--- src/rtl/modn_cnt_pkg.sv ---
// rtl/modn_cnt_pkg.sv - shared defaults, width helper and direction constants for the mod-N cascade counter
package modn_cnt_pkg;

  localparam int MODULUS_DEF = 10;
  localparam int DIGITS_DEF  = 2;
  localparam int DIV_DEF     = 4;

  localparam logic CNT_UP = 1'b1;
  localparam logic CNT_DN = 1'b0;

  // Bits needed to hold 0..v-1; never less than one bit.
  function automatic int clog2(input int v);
    int r;
    r = 0;
    while ((1 << r) < v) r++;
    if (r < 1) r = 1;
    return r;
  endfunction

endpackage

--- src/rtl/modn_digit.sv ---
// rtl/modn_digit.sv - one mod-N digit with load, increment and decrement
module modn_digit
  import modn_cnt_pkg::*;
#(
  parameter int MODULUS = MODULUS_DEF,
  parameter int W       = clog2(MODULUS)
) (
  input  logic         CLK,
  input  logic         reset,
  input  logic         load,
  input  logic [W-1:0] ld_val,
  input  logic         inc,
  input  logic         dec,
  output logic [W-1:0] q,
  output logic         at_max,
  output logic         at_zero
);

  localparam logic [W-1:0] MAX_VAL = W'(MODULUS - 1);
  localparam logic [W:0]   MOD_EXT = (W + 1)'(MODULUS);

  logic ld_legal;

  assign ld_legal = ({1'b0, ld_val} < MOD_EXT);
  assign at_max   = (q == MAX_VAL);
  assign at_zero  = (q == '0);

  // Digit register: load beats counting; out-of-range load values become 0.
  always_ff @(posedge CLK or negedge reset) begin
    if (!reset) begin
      q <= '0;
    end else if (load) begin
      q <= ld_legal ? ld_val : '0;
    end else if (inc) begin
      q <= at_max ? '0 : q + 1'b1;
    end else if (dec) begin
      q <= at_zero ? MAX_VAL : q - 1'b1;
    end
  end

endmodule

--- src/rtl/modn_cascade_counter.sv ---
// rtl/modn_cascade_counter.sv - cascaded mod-N up/down counter, optional prescaler under MODN_CNT_PRESCALE_EN
module modn_cascade_counter
  import modn_cnt_pkg::*;
#(
  parameter int MODULUS = MODULUS_DEF,
  parameter int DIGITS  = DIGITS_DEF,
  parameter int DIV     = DIV_DEF,
  localparam int W      = clog2(MODULUS)
) (
  input  logic                CLK,
  input  logic                reset,
  input  logic                en,
  input  logic                up_dn,
  input  logic                load,
  input  logic [DIGITS*W-1:0] load_val,
  input  logic                clr_wrap,
  output logic [DIGITS*W-1:0] count,
  output logic                tc,
  output logic                wrap_flag
);

  logic              tick;
  logic [DIGITS:0]   up_chain;
  logic [DIGITS:0]   dn_chain;
  logic [DIGITS-1:0] at_max;
  logic [DIGITS-1:0] at_zero;

`ifdef MODN_CNT_PRESCALE_EN
  localparam int            PW       = clog2(DIV);
  localparam logic [PW-1:0] PRE_LAST = PW'(DIV - 1);

  logic [PW-1:0] pre_q;

  // Prescaler: advances only while enabled, restarts on load.
  always_ff @(posedge CLK or negedge reset) begin
    if (!reset) begin
      pre_q <= '0;
    end else if (load) begin
      pre_q <= '0;
    end else if (en) begin
      pre_q <= (pre_q == PRE_LAST) ? '0 : pre_q + 1'b1;
    end
  end

  assign tick = en & (pre_q == PRE_LAST);
`else
  logic [8:0] div_unused;

  assign div_unused = 9'(DIV);
  assign tick       = en;
`endif

  assign up_chain[0] = tick & (up_dn == CNT_UP);
  assign dn_chain[0] = tick & (up_dn == CNT_DN);

  // Carry/borrow ripple combinationally; every digit still clocks on CLK.
  for (genvar i = 0; i < DIGITS; i++) begin : g_digit
    assign up_chain[i+1] = up_chain[i] & at_max[i];
    assign dn_chain[i+1] = dn_chain[i] & at_zero[i];

    modn_digit #(
      .MODULUS (MODULUS),
      .W       (W)
    ) u_digit (
      .CLK     (CLK),
      .reset   (reset),
      .load    (load),
      .ld_val  (load_val[i*W +: W]),
      .inc     (up_chain[i]),
      .dec     (dn_chain[i]),
      .q       (count[i*W +: W]),
      .at_max  (at_max[i]),
      .at_zero (at_zero[i])
    );
  end

  // Full wrap happens when the carry/borrow has passed through every digit.
  assign tc = reset & (up_chain[DIGITS] | dn_chain[DIGITS]);

  // Sticky wrap flag: load clears, a wrap outranks clr_wrap.
  always_ff @(posedge CLK or negedge reset) begin
    if (!reset) begin
      wrap_flag <= 1'b0;
    end else if (load) begin
      wrap_flag <= 1'b0;
    end else if (tc) begin
      wrap_flag <= 1'b1;
    end else if (clr_wrap) begin
      wrap_flag <= 1'b0;
    end
  end

endmodule

--- config.mk ---
export PLATFORM = sky130hd
export DESIGN_NAME = modn_cascade_counter
export DESIGN_NICKNAME = d
export VERILOG_FILES = /design/src/rtl/modn_cnt_pkg.sv /design/src/rtl/modn_digit.sv /design/src/rtl/modn_cascade_counter.sv
export SDC_FILE = /design/constraint.sdc
export NUM_CORES = 1
export LEC_CHECK = 0
export BUFFER_PORTS_ARGS = -buffer_cell sky130_fd_sc_hd__buf_4
export CAP_MARGIN = 20
export CORE_MARGIN = 2
export CORE_UTILIZATION = 49
export CTS_CLUSTER_SIZE = 28
export DETAILED_ROUTE_END_ITERATION = 12
export PLACE_DENSITY = 0.88
export SLEW_MARGIN = 20
export SYNTH_ARGS = -nofsm -noshare
export SYNTH_HDL_FRONTEND = slang
export SYNTH_SLANG_ARGS = --single-unit
--- constraint.sdc ---
create_clock -name CLK -period 2.4 [get_ports CLK]
set_input_delay 0.36 -clock CLK [delete_from_list [all_inputs] [get_ports CLK]]
set_output_delay 0.36 -clock CLK [all_outputs]
set_load 0.01 [all_outputs]
Yosys cells after proc, flatten, opt, wreduce, memory -nomap -nowiden

Index checks and enable logic that the tools add are counted.

$add $sub $neg: 4
Magnitude comparators: 2
Eq/ne operators: 2
Muxes and demuxes: 15
Bitwise operators: 9
Reduce and logical (&&, ||, !) cells: 5

Operator list:

| cell                  | count |
|---|---|
| $mux W4               | 12 |
| $reduce_bool A3 Y1    | 3 |
| $add A4 B1 Y4 const B | 2 |
| $eq A4 B4 Y1 const B  | 2 |
| $logic_not A4 Y1      | 2 |
| $lt A4 B4 Y1 const B  | 2 |
| $sub A4 B1 Y4 const B | 2 |
| $and A1 B1 Y1         | 7 |
| $mux W1               | 3 |
| $not A1 Y1            | 1 |
| $or A1 B1 Y1          | 1 |

Register bits: 9
Bits of input ports: 14

Depth between registers and ports, before layout

Depth in word-level cells: 8
Gate-level depth with buffers: 7
Mapped depth without buffers: 5

Modules after synthesis

From an unflattened synthesis, not the netlist that was laid out.

Cell total of the unflattened synthesis: 113
Area total of the unflattened synthesis: 875.8 sq um

By module, submodules not included:

| module               | instances | cells an instance | area an instance (sq um) | seq. area each (sq um) |
|---|---|---|---|---|
| modn_digit           | 2         | 50                | 392.9                    | 100.1 |
| modn_cascade_counter | 1         | 13                | 90.1                     | 25.0 |

Worst setup path before layout

Ideal clock, no wire load.

Path type: flip-flop to flip-flop
Start: register g_digit[0].u_digit.q[1]
End: register g_digit[1].u_digit.q[3]
Arrival time: 1.778 ns
Required time: 2.278 ns
Path slack: 0.500 ns
Stages on the path, launching flop included: 7
Path buffers: 1
Period minus slack after synthesis: 1.900 ns
Cell sequence: dfrtp_1 buf_4 nor3b_4 a21oi_2 and3_1 or4_1 a32o_1

Word-level cells in the longest chain between the ends: 4
Elaborated cells on any way between the ends: 7

RTL lines:

| what                     | RTL line                   | source |
|---|---|---|
| start: declaration       | modn_digit.sv:14           | `output logic [W-1:0] q,` |
| start signal: assignment | modn_digit.sv:33           | `q <= ld_legal ? ld_val : '0;` |
| start signal: assignment | modn_digit.sv:35           | `q <= at_max ? '0 : q + 1'b1;` |
| start signal: assignment | modn_digit.sv:37           | `q <= at_zero ? MAX_VAL : q - 1'b1;` |
| $eq A4 B4 Y1             | modn_digit.sv:25           | `assign at_max = (q == MAX_VAL);` |
| $and A1 B1 Y1            | modn_cascade_counter.sv:58 | `assign up_chain[i+1] = up_chain[i] & at_max[i];` |
| $mux W4                  | modn_digit.sv:34           | `end else if (inc) begin` |
| $mux W4                  | modn_digit.sv:32           | `end else if (load) begin` |
| end signal: assignment   | modn_digit.sv:33           |  |
| end signal: assignment   | modn_digit.sv:35           |  |
| end signal: assignment   | modn_digit.sv:37           |  |
| end: declaration         | modn_digit.sv:14           |  |

Several ways; a longest one is shown, not always the timed one.
A chain may end at the register's enable or synchronous reset.

Worst setup path after layout

Start: register g_digit[0].u_digit.q[1]
End: output tc

Word-level cells in the longest chain between the ends: 5
Elaborated cells on any way between the ends: 8

RTL lines:

| what                                                    | RTL line                                               | source |
|---|---|---|
| $eq A4 B4 Y1 / $logic_not A4 Y1 (equally long branches) | modn_digit.sv:25, modn_digit.sv:26                     |  |
| $and A1 B1 Y1, on equally long branches (2 in series)   | modn_cascade_counter.sv:58, modn_cascade_counter.sv:59 |  |
| $or A1 B1 Y1 *                                          | modn_cascade_counter.sv:78                             | `assign tc = reset & (up_chain[DIGITS] \| dn_chain[DIGITS]);` |
| $and A1 B1 Y1 *                                         | modn_cascade_counter.sv:78                             |  |
| end: declaration                                        | modn_cascade_counter.sv:18                             | `output logic tc,` |

Every way passes the cells marked *; elsewhere a longest branch is shown, timed or not.

==> summary.txt <==
STA
  – Slew Limit Fails: 0
  – Rel. slew slack: 70.3%
  – Final Hold Vio Count: 0
  – Slew @ Worst Pin: 0.443 ns
  – Worst setup margin: 0.174 ns
  – RSZ-0062 raised after global routing: no
  – Setup TNS: 0 ns
  – Final period demand of the worst path: 2.23 ns
  – Setup Skew: 0.00849 ns
  – Fmax: 0.449 GHz
  – Fin Hold WS: 0.288 ns
  – # setup viols final: 0
  – Crit share post-route: 92.8%

Job
  – Maximum capacitance violations: 0

Route
  – DRC viols: 0
  – DRT Pass-1 Iters: 4
  – Routed len/inst: 14.0 um
  – Post-DRT Antenna Nets: 0
  – Detailed router's first-iteration violation count: 18
  – Final WL: 1850 um
  – Vias: 793
  – Vias per Instance: 6.01

Power
  – Peak supply drop: 0.388 mV
  – Leak pwr: 0.000415 uW
  – Cell Pwr Density: 532 nW/um2

Synth
  – Synthesized area: 781 um2
  – Cell taking the most area after synthesis: dfrtp_1
  – Syn Area/Cell: 7.97 um2
  – Distinct cells, synth: 41
  – Asr flop ratio synth: 100%
  – Yosys Warn Count: 0
  – Post-Syn Nets: 112
  – Sequential cell area fraction in the yosys report: 28.8%
  – Synth top cells by count: dfrtp_1, nor2_1, o21ai_0
  – Yosys top cell area share: 28.8%
  – Primary FF master, synth: dfrtp_1
  – Gate Count Post-Synth: 98
  – Flops & latches, synth: 9
  – Leading post-synthesis cells by cell area: dfrtp_1, o21ai_0, xnor2_1, and3_1, a21oi_1
  – EDFF count, synth: 0
  – Count leader, synth: dfrtp_1

Placed design
  – Setup WS pre-CTS: 0.418 ns
  – Final HPWL DP: 1380 um
  – PortBufs: 23
  – Gpl congestion: 0.806

Finish
  – Ant. Diodes: 0
  – Area grow syn2layout: 22.9%
  – NumNets Final: 131
  – Share of post-route cells with drive strength above 1: 26.7%

Worst setup path
  – Critical path launch point type: flop
  – Slowest CP cell: dfrtp_1
  – Crit path kind: reg -> out
  – Crit-path cells: nor3b_4 -> nand2_1 -> o22ai_1 -> and3_1 -> buf_4
  – Worst path max stage delay: 0.51 ns
  – CP delay by family, top: simple AND/OR/NAND/NOR gates
  – Data arrival time at the worst-slack endpoint: 1.87 ns
  – Worst-path maximum fanout: 10
  – Worst Setup End Kind: output port
  – Worst Path Required: 2.04 ns
  – Worst Path Buf+Inv: 1

Global routing
  – Largest net degree at the start of global routing: 18
  – GRT Total Usage: 21.8%
  – Overflow after GRT: 0
  – First-pass GRT wire length: 3070 um
  – Vias in the first global route: 680
  – Initial antenna violation count: 0

Clock network
  – Worst-path clk slew: 0.06 ns
  – Worst-Skew Late Latency: 0.27 ns
  – Clock tree root driver cell: clkbuf_4
  – CTS H-tree depth: 1
  – CTS tree: yes
  – CTS Buf Count: 3
  – Sink Count: 9
  – Clock tree buffer depth: 2

Worst hold path
  – Hold Crit Class: in -> reg

Floorplan
  – Core area: 1510 um2
  – Rows: 14
  – Die Height: 43.9 um
  – Ports: 24
  – Starting Density: 51.8%
  – Die area: 1930 um2
  – Die Wd: 43.9 um

Outcome
  – Status: complete, no violations
[kinds of logic after synthesis]
kind of cell | synth area share [%]
buffers and inverters | 8.49
DFF | 28.8
and+or+nand+nor | 25.0
muxes | 2.72
xor gates and xnor gates | 5.61
AOI/OAI and AO/OA | 29.3
[where the power goes]
group	switching [uW]	internal, uW
logic	82.5	94.3
clock network	55.5	64.2
registers	45.3	169
[through the flow]
| step | cell area [um2] | utilization [%] | total power (uW) | instances |
|---|---|---|---|---|
| after floorplan | 781 | - | 329 | 98 |
| after global placement | 922 | 61.2 | 384 | 127 |
| after detailed placement | 922 | 61.2 | 391 | 127 |
| after CTS | 958 | 63.6 | 516 | 132 |
| after global routing | 960 | 63.7 | 551 | 132 |
| final | 960 | 63.7 | 511 | 132 |
[metal layers]
layer  vias up  global-route usage (%)  routed length, um
met4         0                    10.9                 33
met3         3                    3.75                 91
met2        21                    34.7                900
met1       370                    28.3                822
met5         -                       0                  0
li1        399                       -                  -
[flip-flops by register name (all words and copies together), names as in the netlist]
signal / cells
wrap_flag: 1
g_digit.u_digit.q: 8
[timing repair]
action,in CTS,in global routing
resized for setup,0,1
endpoints found under the setup margin,0,1
setup buffers,0,0
hold buffers,1,0
hold endpoints to repair,9,0
[cells in the final DEF (no fill, tap or decap), types with 4 or more instances in the layout]
cell type / synthesis / layout
buf_4: 3 / 23
dfrtp_1: 9 / 8
nor2_1: 7 / 7
o21ai_0: 7 / 7
a21oi_1: 6 / 6
and3_1: 5 / 5
nand2_1: 5 / 5
inv_1: 4 / 4
xnor2_1: 4 / 4
[path summary, 6_finish.rpt]
path | to | from | depth (start not counted) | slack, ns
max in group asynchronous | g_digit[0].u_digit.q[0] | reset | 2 | 1.79
max reg2reg | g_digit[1].u_digit.q[3] | g_digit[0].u_digit.q[1] | 4 | 0.43
min | g_digit[1].u_digit.q[2] | load_val[7] | 2 | 0.29
min in group asynchronous | g_digit[0].u_digit.q[2] | reset | 2 | 0.45
max | tc | g_digit[0].u_digit.q[1] | 5 | 0.17
min reg2reg | wrap_flag | wrap_flag | 2 | 0.55
[layout make-up]
| class | count | area (um2) |
|---|---|---|
| well taps | 16 | 20.0 |
| flip-flops and latches | 9 | 226 |
| inverters | 4 | 15.0 |
| fillers | 130 | 547 |
| multi-input cells | 75 | 489 |
| repair buffers | 24 | 183 |
| clock buffers | 4 | 26.3 |
(Power assumes the default switching activity.)
